`src/rtl/sm_mac_seq.sv`:
```
// -----------------------------------------------------------------------------
// sm_mac_seq
//   Sequencer for the sign-magnitude multiply / sign-restore datapath feeding a
//   subarray MAC. Accepts a vector of sign-magnitude operand pairs over a
//   valid/ready stream. Each pair is multiplied (magnitude product, then
//   two's-complement sign restore) into a stage-1 product register. The products
//   are summed into a two's-complement accumulator. The dot product is presented
//   on a valid/ready result port, together with a sticky signed-overflow flag.
//
// Ports
//   clk, rst          rising-edge clock, asynchronous active-high reset
//   start, cfg_len    begin a vector of cfg_len pairs (sampled only in IDLE)
//   busy              high whenever the sequencer is not idle
//   in_valid/in_ready operand-pair handshake, a_in / b_in sign-magnitude
//   out_valid/ready   result handshake, acc_out / ovf held until accepted
// -----------------------------------------------------------------------------
module sm_mac_seq #(
  parameter int MAG_W = 7,
  parameter int ACC_W = 24,
  parameter int LEN_W = 8
) (
  input  logic               clk,
  input  logic               rst,
  input  logic               start,
  input  logic [LEN_W-1:0]   cfg_len,
  output logic               busy,
  input  logic               in_valid,
  output logic               in_ready,
  input  logic [MAG_W:0]     a_in,
  input  logic [MAG_W:0]     b_in,
  output logic               out_valid,
  input  logic               out_ready,
  output logic [ACC_W-1:0]   acc_out,
  output logic               ovf
);

  localparam int PROD_W = 2 * MAG_W + 2;

  typedef enum logic [1:0] {
    IDLE  = 2'd0,
    RUN   = 2'd1,
    FLUSH = 2'd2,
    DONE  = 2'd3
  } state_t;

  // Signed product of two sign-magnitude operands. A zero magnitude always
  // yields +0, so a -0 operand never produces a negative-zero pattern.
  function automatic logic [PROD_W-1:0] sm_product(input logic [MAG_W:0] a,
                                                   input logic [MAG_W:0] b);
    logic             s;
    logic [PROD_W-1:0] m;
    s = a[MAG_W] ^ b[MAG_W];
    m = PROD_W'(a[MAG_W-1:0]) * PROD_W'(b[MAG_W-1:0]);
    if (m == {PROD_W{1'b0}}) begin
      sm_product = {PROD_W{1'b0}};
    end else if (s) begin
      sm_product = -m;
    end else begin
      sm_product = m;
    end
  endfunction

  state_t              state_r;
  state_t              state_next_s;
  logic [LEN_W-1:0]    len_r;
  logic [LEN_W-1:0]    cnt_r;
  logic [PROD_W-1:0]   p_r;
  logic                p_v_r;
  logic [ACC_W-1:0]    acc_r;
  logic                start_go_s;
  logic                accept_s;
  logic                last_s;
  logic [ACC_W-1:0]    p_ext_s;
  logic [ACC_W-1:0]    sum_s;
  logic                sum_ovf_s;

  assign start_go_s = (state_r == IDLE) && start;
  assign accept_s   = (state_r == RUN) && in_ready && in_valid;
  assign last_s     = (cnt_r == (len_r - LEN_W'(1)));
  assign p_ext_s    = ACC_W'($signed(p_r));
  assign sum_s      = acc_r + p_ext_s;
  // Overflow: both addends share a sign but the wrapped sum does not.
  assign sum_ovf_s  = (acc_r[ACC_W-1] == p_ext_s[ACC_W-1]) &&
                      (sum_s[ACC_W-1] != acc_r[ACC_W-1]);

  // Next-state logic of the vector sequencer.
  always_comb begin
    state_next_s = state_r;
    case (state_r)
      IDLE: begin
        if (start) begin
          if (cfg_len != {LEN_W{1'b0}}) begin
            state_next_s = RUN;
          end else begin
            state_next_s = DONE;
          end
        end else begin
          state_next_s = IDLE;
        end
      end
      RUN: begin
        if (accept_s && last_s) begin
          state_next_s = FLUSH;
        end else begin
          state_next_s = RUN;
        end
      end
      FLUSH: begin
        state_next_s = DONE;
      end
      DONE: begin
        if (out_valid && out_ready) begin
          state_next_s = IDLE;
        end else begin
          state_next_s = DONE;
        end
      end
      default: begin
        state_next_s = IDLE;
      end
    endcase
  end

  // State register.
  always_ff @(posedge clk or posedge rst) begin
    if (rst) begin
      state_r <= IDLE;
    end else begin
      state_r <= state_next_s;
    end
  end

  // Registered handshake/status outputs, derived from the upcoming state.
  // out_valid rises one cycle after entering DONE so that it lines up with
  // the registered acc_out copy of the final accumulator.
  always_ff @(posedge clk or posedge rst) begin
    if (rst) begin
      busy      <= 1'b0;
      in_ready  <= 1'b0;
      out_valid <= 1'b0;
    end else begin
      busy      <= (state_next_s != IDLE);
      in_ready  <= (state_next_s == RUN);
      out_valid <= (state_r == DONE) && (state_next_s == DONE);
    end
  end

  // Vector length latch and accepted-pair counter.
  always_ff @(posedge clk or posedge rst) begin
    if (rst) begin
      len_r <= {LEN_W{1'b0}};
      cnt_r <= {LEN_W{1'b0}};
    end else if (start_go_s) begin
      len_r <= cfg_len;
      cnt_r <= {LEN_W{1'b0}};
    end else if (accept_s) begin
      cnt_r <= cnt_r + LEN_W'(1);
    end else begin
      cnt_r <= cnt_r;
    end
  end

  // Stage 1: product register, valid for exactly one cycle per accept.
  always_ff @(posedge clk or posedge rst) begin
    if (rst) begin
      p_r   <= {PROD_W{1'b0}};
      p_v_r <= 1'b0;
    end else if (accept_s) begin
      p_r   <= sm_product(a_in, b_in);
      p_v_r <= 1'b1;
    end else begin
      p_v_r <= 1'b0;
    end
  end

  // Stage 2: wrapping accumulator with sticky overflow, cleared on start.
  always_ff @(posedge clk or posedge rst) begin
    if (rst) begin
      acc_r <= {ACC_W{1'b0}};
      ovf   <= 1'b0;
    end else if (start_go_s) begin
      acc_r <= {ACC_W{1'b0}};
      ovf   <= 1'b0;
    end else if (p_v_r) begin
      acc_r <= sum_s;
      ovf   <= ovf | sum_ovf_s;
    end else begin
      acc_r <= acc_r;
    end
  end

  // Registered copy of the accumulator; stable in DONE since nothing adds there.
  always_ff @(posedge clk or posedge rst) begin
    if (rst) begin
      acc_out <= {ACC_W{1'b0}};
    end else begin
      acc_out <= acc_r;
    end
  end

endmodule

```
`config.mk`:
```
export PLATFORM = sky130hd
export DESIGN_NAME = sm_mac_seq
export DESIGN_NICKNAME = d
export VERILOG_FILES = /design/src/rtl/sm_mac_seq.sv
export SDC_FILE = /design/constraint.sdc
export NUM_CORES = 1
export LEC_CHECK = 0
export ABC_AREA = 1
export BUFFER_PORTS_ARGS = -buffer_cell sky130_fd_sc_hd__clkbuf_2
export CORE_ASPECT_RATIO = 0.5
export CORE_MARGIN = 4
export CORE_UTILIZATION = 57
export DETAILED_ROUTE_END_ITERATION = 8
export PLACE_DENSITY = 0.77
export RECOVER_POWER = 100
export SLEW_MARGIN = 40
export SYNTH_ARGS = -nofsm -noshare
export SYNTH_HDL_FRONTEND = slang
export SYNTH_SLANG_ARGS = --single-unit
```
`constraint.sdc`:
```
create_clock -name clk -period 3.7 [get_ports clk]
set_clock_uncertainty 0.1 [all_clocks]
set_input_delay 0 -clock clk [delete_from_list [all_inputs] [get_ports clk]]
set_output_delay 0 -clock clk [all_outputs]
set_load 0.02 [all_outputs]
```
==> results of run 1 <==
==> critical path, cell delays in order <==
cell     delay [ps]
buf_12          110
nand2_4          60
inv_2            30
fa_1            520
inv_1            50
fa_1            480
inv_2            40
fa_1            520
inv_2            40
fa_1            350
inv_1            60
ha_2            300
a21oi_2         190
buf_4           150
nand4_1         140
nand2_4         130
nand4_1         120
nor2_1          160
nand2_2          80
nand2_4         120
o22ai_2          70
==> metrics by stage <==
stage	setup slack [ps]	hold WS (ps)
6_report	67.39	6.415
5_1_grt	-137.4	27.11
4_1_cts	41.99	1.832
3_5_place_dp	-316.3	-59.59
3_3_place_gp	-222.9	73.27
2_1_floorplan	42.24	20.95
==> kinds of logic (layout without fill, tap and decap cells) <==
family                     count (synthesis)  in the layout
adders and majority gates                 83             83
AOI/OAI and AO/OA                        121            121
DFF                                       87             87
xor gates and xnor gates                  23             23
buffers and inverters                    155            283
and+or+nand+nor                          425            425
==> state kept, by name (all words and copies together), names as in the netlist <==
register and flops:
len_r 8, acc_r 24, in_ready 1, state_r 2, cnt_r 8, p_v_r 1
ovf 1, busy 1, out_valid 1, acc_out 24, p_r 16
==> power by group <==
part	switching, uW	internal (uW)
clock	357	517
combinational	2470	1510
sequential	296	1350
total	3120	3390
==> layer usage <==
metal / wire length, um / share of wire / GRT usage
met3: 731 / 0.047 / 0.03833
met5: 0 / 0 / 0
met4: 323 / 0.021 / 0.06754
met1: 7057 / 0.45 / 0.2941
met2: 7436 / 0.48 / 0.4143
==> cell usage after synthesis (3+ instances only) <==
master,count
inv_2,7
nand2_4,3
ha_1,58
inv_1,138
xor2_1,14
nand3_2,8
or2_2,3
clkbuf_1,7
dfrtp_1,87
fa_1,25
nor3_1,7
nand2_2,13
o21ai_2,8
a31oi_1,4
and3_1,3
nand3_1,39
o21ai_0,54
xnor2_1,8
nor2_2,7
nand4_1,14
a21oi_1,39
a21o_1,3
nand2_1,258
nor4_1,4
nor2_1,58
==> path summary, 6_finish.rpt <==
path | to | slack, ps | depth (start not counted)
worst min-delay path | p_r[0]$_DFFE_PP0P_ | 6 | 3
worst max register to register | acc_r[18]$_DFFE_PP0P_ | 660 | 15
worst min register to register | acc_out[19]$_DFF_PP0_ | 310 | 0
min in group asynchronous | acc_out[19]$_DFF_PP0_ | 690 | 3
max in group asynchronous | p_r[6]$_DFFE_PP0P_ | 1170 | 4
worst max-delay path | p_r[1]$_DFFE_PP0P_ | 70 | 21
==> timing repair <==
item	in CTS	in global routing
hold buffers	12	0
setup buffers	0	4
setup endpoints to repair	0	13
resized for setup	0	68
hold endpoints to repair	63	0
==> cells in the final DEF (no fill, tap or decap), types with 2 or more instances in the layout <==
master           n
nand2_2         24
dfrtp_1         87
a21oi_1         36
ha_4             2
xor2_1          14
o21bai_1         2
nor4_1           4
nand3_1         36
buf_6            3
o21ai_2          7
and3_1           3
clkbuf_1        32
nand2_1        244
nand4_1         14
o21ai_0         56
nand3_2         10
clkbuf_2        18
nor2_1          55
inv_2           15
dlygate4sd3_1   12
clkinv_2         2
clkbuf_16        9
or2_2            3
fa_1            25
nand2_4          6
nor2_2           6
nand3b_1         2
inv_1          129
xnor2_1          8
a31oi_1          4
nor2_4           6
clkinv_1         2
ha_1            55
buf_4           55
o211ai_1         2
a21oi_2          4
a32o_1           2
a21o_1           3
nor3_1           8
==> final cells by class <==
cell class                 instances  area share
timing repair buffer             121     0.09840
inverter                         147     0.06785
tap                              159     0.02441
multi-input combinational        652      0.5078
clock buffer                      11     0.02855
sequential                        87      0.2671
clock inverter                     4    0.005834
==> impl_metrics.tcl, run 1 <==
set metrics [dict create \
    status "finished with violations" \
    violations "capacitance limit, slew limit" \
    final_core_util 0.7223 \
    synthAdderAreaFrac 0.1811 \
    synth_warnings 0 \
    drive_above_1_share 0.1781 \
    die_area_mm2 0.01379 \
    rsz0062_at_grt "yes" \
    synth.avg_cell_area_um2 7.572 \
    power.total_uw 6505 \
    pin_count 57 \
    synth_cells 894 \
    timing.rr.start "acc_r[0]$_DFFE_PP0P_" \
    yosys.area.top_type "dfrtp_1" \
    drv_slew 53 \
    insertion_delay_ps 340 \
    leakagePower_uw 0.004517 \
    htreeDepth 3 \
    synth-seq-cells 87 \
    wire_per_inst_um 13.17 \
    antenna_found_initial 0 \
    drt_iter0_drc 386 \
    p_per_area_mw_per_mm2 798.1 \
    worstSetupPathType "input port to flop" \
    gp_congestion 0.9054 \
    final_area_mm2 0.008150 \
    via_per_inst 5.192 \
    ys_top_cells_by_area "dfrtp_1, nand2_1, ha_1" \
    tritoncts "built" \
    core_mm2 0.01128 \
    fmax_ghz 0.2753 \
    grt_max_degree 53 \
    critPathMaxFanout 7 \
    start_util 0.5999 \
    num_antenna_cells 0 \
    synth_flop_cell "dfrtp_1" \
    synth-compound-area-share 0.1020 \
    start_kind "input port" \
    relSlewSlack -0.4974 \
    wirelength_um 15550 \
    setup_violations 0 \
    critPathArrivalTime_ps 3740 \
    timing.critical_path.from "a_in[4]" \
    ir_worst_vdd_uv 331.8 \
    regArea_mm2 0.002177 \
    final.setup.tns_ps 0 \
    place_area_mm2 0.007610 \
    drc 0 \
    synth.distinct_cells 43 \
    grt_pass1_vias 6043 \
    ys_seq_area_frac 0.3216 \
    synthSimpleGateAreaFrac 0.2782 \
    num-nets-final 1130 \
    drt-pass1-iter-count 5 \
    dpl.hpwl_um 12110 \
    die_h_um 85.06 \
    hold_path_class "input port to flop" \
    synth_mux_area_frac 0 \
    syn-num-nets 1006 \
    drtAntennaViolNets 0 \
    clkSlewWorstSetupHoldPaths_ps 60 \
    crit_path_end_kind "flop" \
    hp-start "b_in[0]" \
    synth_top_area_share 0.3216 \
    maxCapViolCount 1 \
    critPathRequiredTime_ps 3810 \
    synth-edff-count 0 \
    worst_pin_slew_ps 2234 \
    cts_root_buf "clkbuf_16" \
    synth_area_mm2 0.006769 \
    clock_sinks 87 \
    clockBufferDepth 2 \
    synth-async-reset-ratio 1.000 \
    vias 6132 \
    grt_pass1_wl_um 26820 \
    nFillCells 949 \
    fin_crit_ps 3633 \
    multiInputGateArea_mm2 0.004139 \
    synth_xor_area_frac 0.03087 \
    hold_viol 0 \
    io_buffers 56 \
    cts_buffers 9 \
    post-place-cells 1150 \
    rows 27 \
    grt-ovfl-total 0 \
    area_growth_syn_to_layout_pct 20.41 \
    period_share 0.9818 \
    grt.total_usage 0.2323 \
    fp.dieW_um 162.1 \
    synth_top_family_by_area "simple AND/OR/NAND/NOR gates" \
    instances_no_fill 1181 \
]
(Power assumes the default switching activity.)
==> run 2: changes to the inputs <==
==> constraint.sdc (replaced) <==
create_clock -name clk -period 4.1 [get_ports clk]
set_clock_uncertainty 0.1 [all_clocks]
set_input_delay 0 -clock clk [delete_from_list [all_inputs] [get_ports clk]]
set_output_delay 0 -clock clk [all_outputs]
set_load 0.02 [all_outputs]
==> run 2 against run 1 <==
Compared with the run above: the run still ends with capacitance limit, slew limit left; highest routed layer unchanged; critical path depth up 3; sequential share of layout area up 1.5 points; first-iteration DRC count up 1.8%; die area unchanged; non-clock buffer count down 32; worst hold slack better by 74 ps; global-route usage down 0.24 points.
==> impl_metrics.tcl, run 2 (synthesis gave the netlist of run 1 again) <==
set metrics [dict create \
    relSlewSlack -0.1017 \
    fin_crit_ps 3841 \
    p_seq_frac 0.269 \
    violations "capacitance limit, slew limit" \
    worst-path-buf-inv 7 \
    fmax_ghz 0.2603 \
    status "finished with violations" \
    clock_sinks 87 \
    layout_setup_ws_ps 258.9 \
    place_area_mm2 0.007368 \
    top_layer "met4" \
    pin_count 57 \
    top_regs "acc_out: 24 flops, acc_r: 24 flops, p_r: 16 flops" \
    wire_per_inst_um 13.05 \
    cts_buffers 9 \
    hold_path_class "input port to flop" \
    grt.total_usage 0.2298 \
    comb_power_share 0.581 \
    clockBufferDepth 2 \
    switching_share 0.4869 \
    rows 27 \
    p_clk_frac 0.150 \
    pre_cts_ws_ps -90.25 \
    drt-pass1-iter-count 5 \
    antenna_found_initial 0 \
    hold_viol 0 \
    drt_iter0_drc 393 \
    die_area_mm2 0.01379 \
    switching_power_uw 2695 \
    final.setup.tns_ps 0 \
    grt-ovfl-total 0 \
    num-nets-final 1098 \
    mostFrequentLayoutCells "nand2_1, inv_1, dfrtp_1" \
    setup_violations 0 \
    tritoncts "built" \
    r2r.worst_path.cells 15 \
    crit_family "adder cells" \
    period_share 0.9369 \
    via_per_inst 5.242 \
    p_per_area_mw_per_mm2 716.3 \
    insertion_delay_ps 340 \
    grt_max_degree 49 \
    path_cells "clkbuf_2, nand2_1, inv_1, fa_1, inv_1, fa_1, inv_1, fa_1, inv_1, fa_1, inv_1, ha_1, nand2_1, nand2_1, inv_1, nand2_1, nand2_1, nand4_1, nand2_2, nand2_2, nor2_2, nand2_1, nand2_4, o22ai_1" \
    cp.depth 24 \
    post_cts_buffers 0 \
    wirelength_um 15010 \
    ir_worst_vdd_uv 346.8 \
    crit_path_top_delay_cell "fa_1" \
    drc 0 \
    fp.dieW_um 162.1 \
    nFillCells 990 \
    dpl.hpwl_um 11570 \
    htreeDepth 3 \
    area_growth_syn_to_layout_pct 14.14 \
    start_util 0.5999 \
    maxCapViolCount 1 \
    io_buffers 56 \
    core_mm2 0.01128 \
    final_common_cell "nand2_1" \
    num_antenna_cells 0 \
    leakagePower_uw 0.004343 \
    drv_slew 41 \
    gp_congestion 0.9011 \
    wl_met3_um 686 \
    grt_pass1_wl_um 26590 \
    critPathArrivalTime_ps 3950 \
    cts_root_buf "clkbuf_16" \
    vias 6028 \
    clkSlewWorstSetupHoldPaths_ps 60 \
    wl_met1_um 6987 \
    grt_pass1_vias 5903 \
    critPathRequiredTime_ps 4210 \
    final_area_mm2 0.007726 \
    hold_path_depth 4 \
    power.internal_uw 2840 \
    worstSetupPathType "input port to flop" \
    hold_slack_ps 79.97 \
    die_h_um 85.06 \
    drtAntennaViolNets 0 \
    wl_met2_um 7086 \
    cpPeakStageDelay_ps 530 \
    worst_pin_slew_ps 1644 \
    start_kind "input port" \
    drive_above_1_share 0.1100 \
    crit_path_end_kind "flop" \
    rsz0062_at_grt "no" \
    critPathMaxFanout 7 \
    power.total_uw 5534 \
]
run 2: cell types whose count changed in the layout (fill, tap and decap cells not counted), moves of 5 or more:
| cell | delta |
|---|---|
| buf_4 | -38 |
| inv_1 | +10 |
| nand2_2 | -12 |
| nand2_1 | +15 |
| nor2_1 | +5 |
| nor2_4 | -5 |
| inv_2 | -10 |
| clkbuf_2 | +9 |
run 2: cell type report:
class,count,area (um2),share of cell area
repair buffers,89,513.0,0.06640
clock buffers,10,239.0,0.03093
well taps,159,198.9,0.02575
flip-flops and latches,87,2177,0.2818
inverters,147,553.0,0.07158
clock inverters,6,68.82,0.008907
multi-input cells,652,3976,0.5147
run 2: tightest hold or removal path: stages:
cell and delay [ps]:
clkbuf_2 90, buf_4 150, nand2_1 150, o21ai_2 80
run 2: final timing paths:
check	from	endpoint	slack, ps
max in group asynchronous	rst	acc_out[7]$_DFF_PP0_	1640
hold reg to reg	acc_r[15]$_DFFE_PP0P_	acc_out[15]$_DFF_PP0_	310
setup / recovery	b_in[3]	p_r[1]$_DFFE_PP0P_	260
setup reg to reg	acc_r[0]$_DFFE_PP0P_	acc_r[18]$_DFFE_PP0P_	960
hold / removal	a_in[0]	p_r[0]$_DFFE_PP0P_	80
min in group asynchronous	rst	acc_r[21]$_DFFE_PP0P_	490
run 2: power by group through the flow:
stage	clock, uW	sequential [uW]	combinational (uW)
after detailed placement	0	1500	3220
after global routing	878	1540	3670
after floorplan	0	1560	2360
after global placement	0	1480	3120
final	830	1490	3210
after CTS	839	1490	3270
run 2: what timing repair did:
action / in CTS / in global routing
hold endpoints to repair: 52 / 0
endpoints found under the setup margin: 0 / 10
hold buffers: 13 / 0
gates resized for setup: 0 / 2
run 2: per-stage QoR:
stage / util / instances
5_1_grt: 0.6847 / 1150
4_1_cts: 0.6918 / 1150
3_5_place_dp: 0.6530 / 1121
6_report: 0.6847 / 1150
2_1_floorplan: - / 894
3_3_place_gp: 0.6530 / 1121
run 2: routing by layer:
metal  global-route usage  up-vias
li1                     -     3053
met4              0.06063        0
met3              0.03008       24
met5                    0        -
met2               0.4117      148
met1               0.2973     2803
==> run 3: changes to the inputs <==
--- a/config.mk
+++ b/config.mk
@@ -5,14 +5,12 @@
 export SDC_FILE = /design/constraint.sdc
 export NUM_CORES = 1
 export LEC_CHECK = 0
-export ABC_AREA = 1
 export BUFFER_PORTS_ARGS = -buffer_cell sky130_fd_sc_hd__clkbuf_2
 export CORE_ASPECT_RATIO = 0.5
 export CORE_MARGIN = 4
 export CORE_UTILIZATION = 57
 export DETAILED_ROUTE_END_ITERATION = 8
 export PLACE_DENSITY = 0.77
-export RECOVER_POWER = 100
 export SLEW_MARGIN = 40
 export SYNTH_ARGS = -nofsm -noshare
 export SYNTH_HDL_FRONTEND = slang
==> run 3 against run 2 <==
Compared with the run above: the flow finishes with violations (setup timing); largest power group unchanged; setup slack got worse by 330 ps; die area decreased by 6.8%; flip-flop and latch count unchanged; utilization increased by 5.0 points; total power increased by 12%; worst hold slack got worse by 42 ps.
==> impl_metrics.tcl, run 3 <==
set metrics [dict create \
    htreeDepth 3 \
    num-nets-final 881 \
    ys_top_cells_by_area "dfrtp_1, ha_1, fa_1" \
    synth_flop_cell "dfrtp_1" \
    die_h_um 82.18 \
    pin_count 57 \
    wire_per_inst_um 14.41 \
    synthAdderAreaFrac 0.1955 \
    cts_buffers 9 \
    wirelength_um 13170 \
    clock_sinks 87 \
    ir_worst_vdd_uv 334.5 \
    synth_most_common_cell "dfrtp_1" \
    drv_slew 0 \
    insertion_delay_ps 340 \
    dpl.hpwl_um 9694 \
    wl_met3_um 458 \
    fp.dieW_um 156.4 \
    rsz0062_at_grt "yes" \
    final.setup.tns_ps -453.0 \
    synth_mux_area_frac 0.02733 \
    clkSlewWorstSetupHoldPaths_ps 60 \
    via_per_inst 5.422 \
    setup_violations 14 \
    synth_top_family_by_area "adder cells" \
    hold_slack_ps 37.94 \
    relSlewSlack 0.5101 \
    worst_pin_slew_ps 732.4 \
    drt_iter0_drc 197 \
    drt-pass1-iter-count 4 \
    grt-ovfl-total 0 \
    final_area_mm2 0.007696 \
    core_mm2 0.01048 \
    p_per_area_mw_per_mm2 804.9 \
    cts_root_buf "clkbuf_16" \
    crit_path_end_kind "flop" \
    switching_power_uw 2684 \
    fin_crit_ps 4169 \
    synth.avg_cell_area_um2 9.635 \
    synth_warnings 0 \
    drtAntennaViolNets 0 \
    grt_pass1_wl_um 22940 \
    comb_power_share 0.602 \
    gp_congestion 0.8748 \
    violations "setup timing" \
    grt_pass1_vias 4996 \
    num_antenna_cells 0 \
    wl_met2_um 6441 \
    netlist_top_cells_count "dfrtp_1, nand2_1, ha_1" \
    ys_seq_area_frac 0.3471 \
    top_regs "acc_out: 24 flops, acc_r: 24 flops, p_r: 16 flops" \
    pre_cts_ws_ps -493.5 \
    top_layer "met4" \
    leakagePower_uw 0.003812 \
    vias 4956 \
    worstSetupPathType "input port to flop" \
    synth-async-reset-ratio 1.000 \
    die_area_mm2 0.01285 \
    io_buffers 56 \
    yosys.area.top_type "dfrtp_1" \
    status "finished with violations" \
    start_util 0.5988 \
    tritoncts "built" \
    period_share 1.017 \
    synthSimpleGateAreaFrac 0.1907 \
    power.internal_uw 3511 \
    antenna_found_initial 0 \
    wl_met1_um 6138 \
    critPathArrivalTime_ps 4300 \
    critPathRequiredTime_ps 4230 \
    grt.total_usage 0.2207 \
    synth.distinct_cells 60 \
    maxCapViolCount 0 \
    layout_setup_ws_ps -69.38 \
    post-place-cells 884 \
    nFillCells 758 \
    start_kind "input port" \
    reg2reg_slack_ps 820 \
    critPathMaxFanout 3 \
    drive_above_1_share 0.2235 \
    hold_path_class "input port to flop" \
    place_area_mm2 0.007144 \
    grt_max_degree 62 \
    area_growth_syn_to_layout_pct 22.70 \
    synth_top_area_share 0.3471 \
    p_clk_frac 0.137 \
    mostFrequentLayoutCells "dfrtp_1, nand2_1, ha_1" \
    synth_area_mm2 0.006272 \
    hold_viol 0 \
    instances_no_fill 914 \
    syn-num-nets 763 \
    drc 0 \
    clockBufferDepth 2 \
    rows 26 \
    synth_xor_area_frac 0.07820 \
    final_common_cell "dfrtp_1" \
    fmax_ghz 0.2398 \
    synth-compound-area-share 0.1295 \
    p_seq_frac 0.261 \
    synth-edff-count 0 \
    synth-seq-cells 87 \
    synth_cells 651 \
    switching_share 0.4332 \
]
[run 3: layer usage]
layer | vias to the layer above | global-route usage
li1 | 2481 | -
met1 | 2379 | 0.2862
met2 | 84 | 0.3957
met3 | 12 | 0.03540
met4 | 0 | 0.05368
met5 | - | 0
[run 3: area by class of cell]
cell class	count	area [um2]	share of cell area
clock buffer	12	266.5	0.03463
inverter	37	143.9	0.01870
sequential	87	2177	0.2829
clock inverter	4	52.55	0.006828
tap	140	175.2	0.02276
multi-input combinational	513	4049	0.5261
timing repair buffer	121	832.0	0.1081
[run 3: power by group through the flow]
stage / clock network [uW] / registers, uW / logic, uW
after global placement: 0 / 1600 / 3470
after CTS: 854 / 1610 / 3660
after floorplan: 0 / 1680 / 2560
final: 847 / 1620 / 3730
after detailed placement: 0 / 1620 / 3580
after global routing: 897 / 1670 / 4190
[run 3: path summary, 6_finish.rpt]
kind | startpoint | to | cells after the start
max in group asynchronous | rst | acc_r[23]$_DFFE_PP0P_ | 4
setup / recovery | a_in[5] | p_r[7]$_DFFE_PP0P_ | 20
hold / removal | a_in[0] | p_r[0]$_DFFE_PP0P_ | 4
min in group asynchronous | rst | acc_out[3]$_DFF_PP0_ | 3
hold reg to reg | acc_r[0]$_DFFE_PP0P_ | acc_out[0]$_DFF_PP0_ | 0
setup reg to reg | acc_r[0]$_DFFE_PP0P_ | acc_r[22]$_DFFE_PP0P_ | 12
[run 3: per-stage QoR]
step	utilization	power, uW
detailed placement	0.6820	5199
global route	0.7347	6753
finish	0.7347	6194
floorplan	-	4239
CTS	0.7255	6120
global placement	0.6817	5069
[run 3: critical path: stages]
cell and delay [ps]:
buf_6 90, and2_4 150, fa_1 530, inv_1 50, fa_1 480, inv_1 50, fa_1 470, inv_1 40
fa_1 490, inv_2 40, ha_4 150, or3_1 310, o21a_1 210, a221o_1 340, a21oi_2 180, xnor2_2 90
nor3b_2 210, buf_4 160, a21oi_2 50, a22o_1 200
[run 3: kinds of logic after synthesis]
logic type / Yosys count
DFF: 87
AOI/OAI and AO/OA: 123
and+or+nand+nor: 234
muxes: 17
buffers and inverters: 51
xor gates and xnor gates: 56
adders and majority gates: 83
[run 3: repair_timing]
action | CTS | global route
resized for setup | 2 | 24
hold endpoints to repair | 74 | 0
buffers inserted | 2 | 1
hold buffers | 11 | 0
pin swaps | 5 | 8
endpoints found under the setup margin | 14 | 15
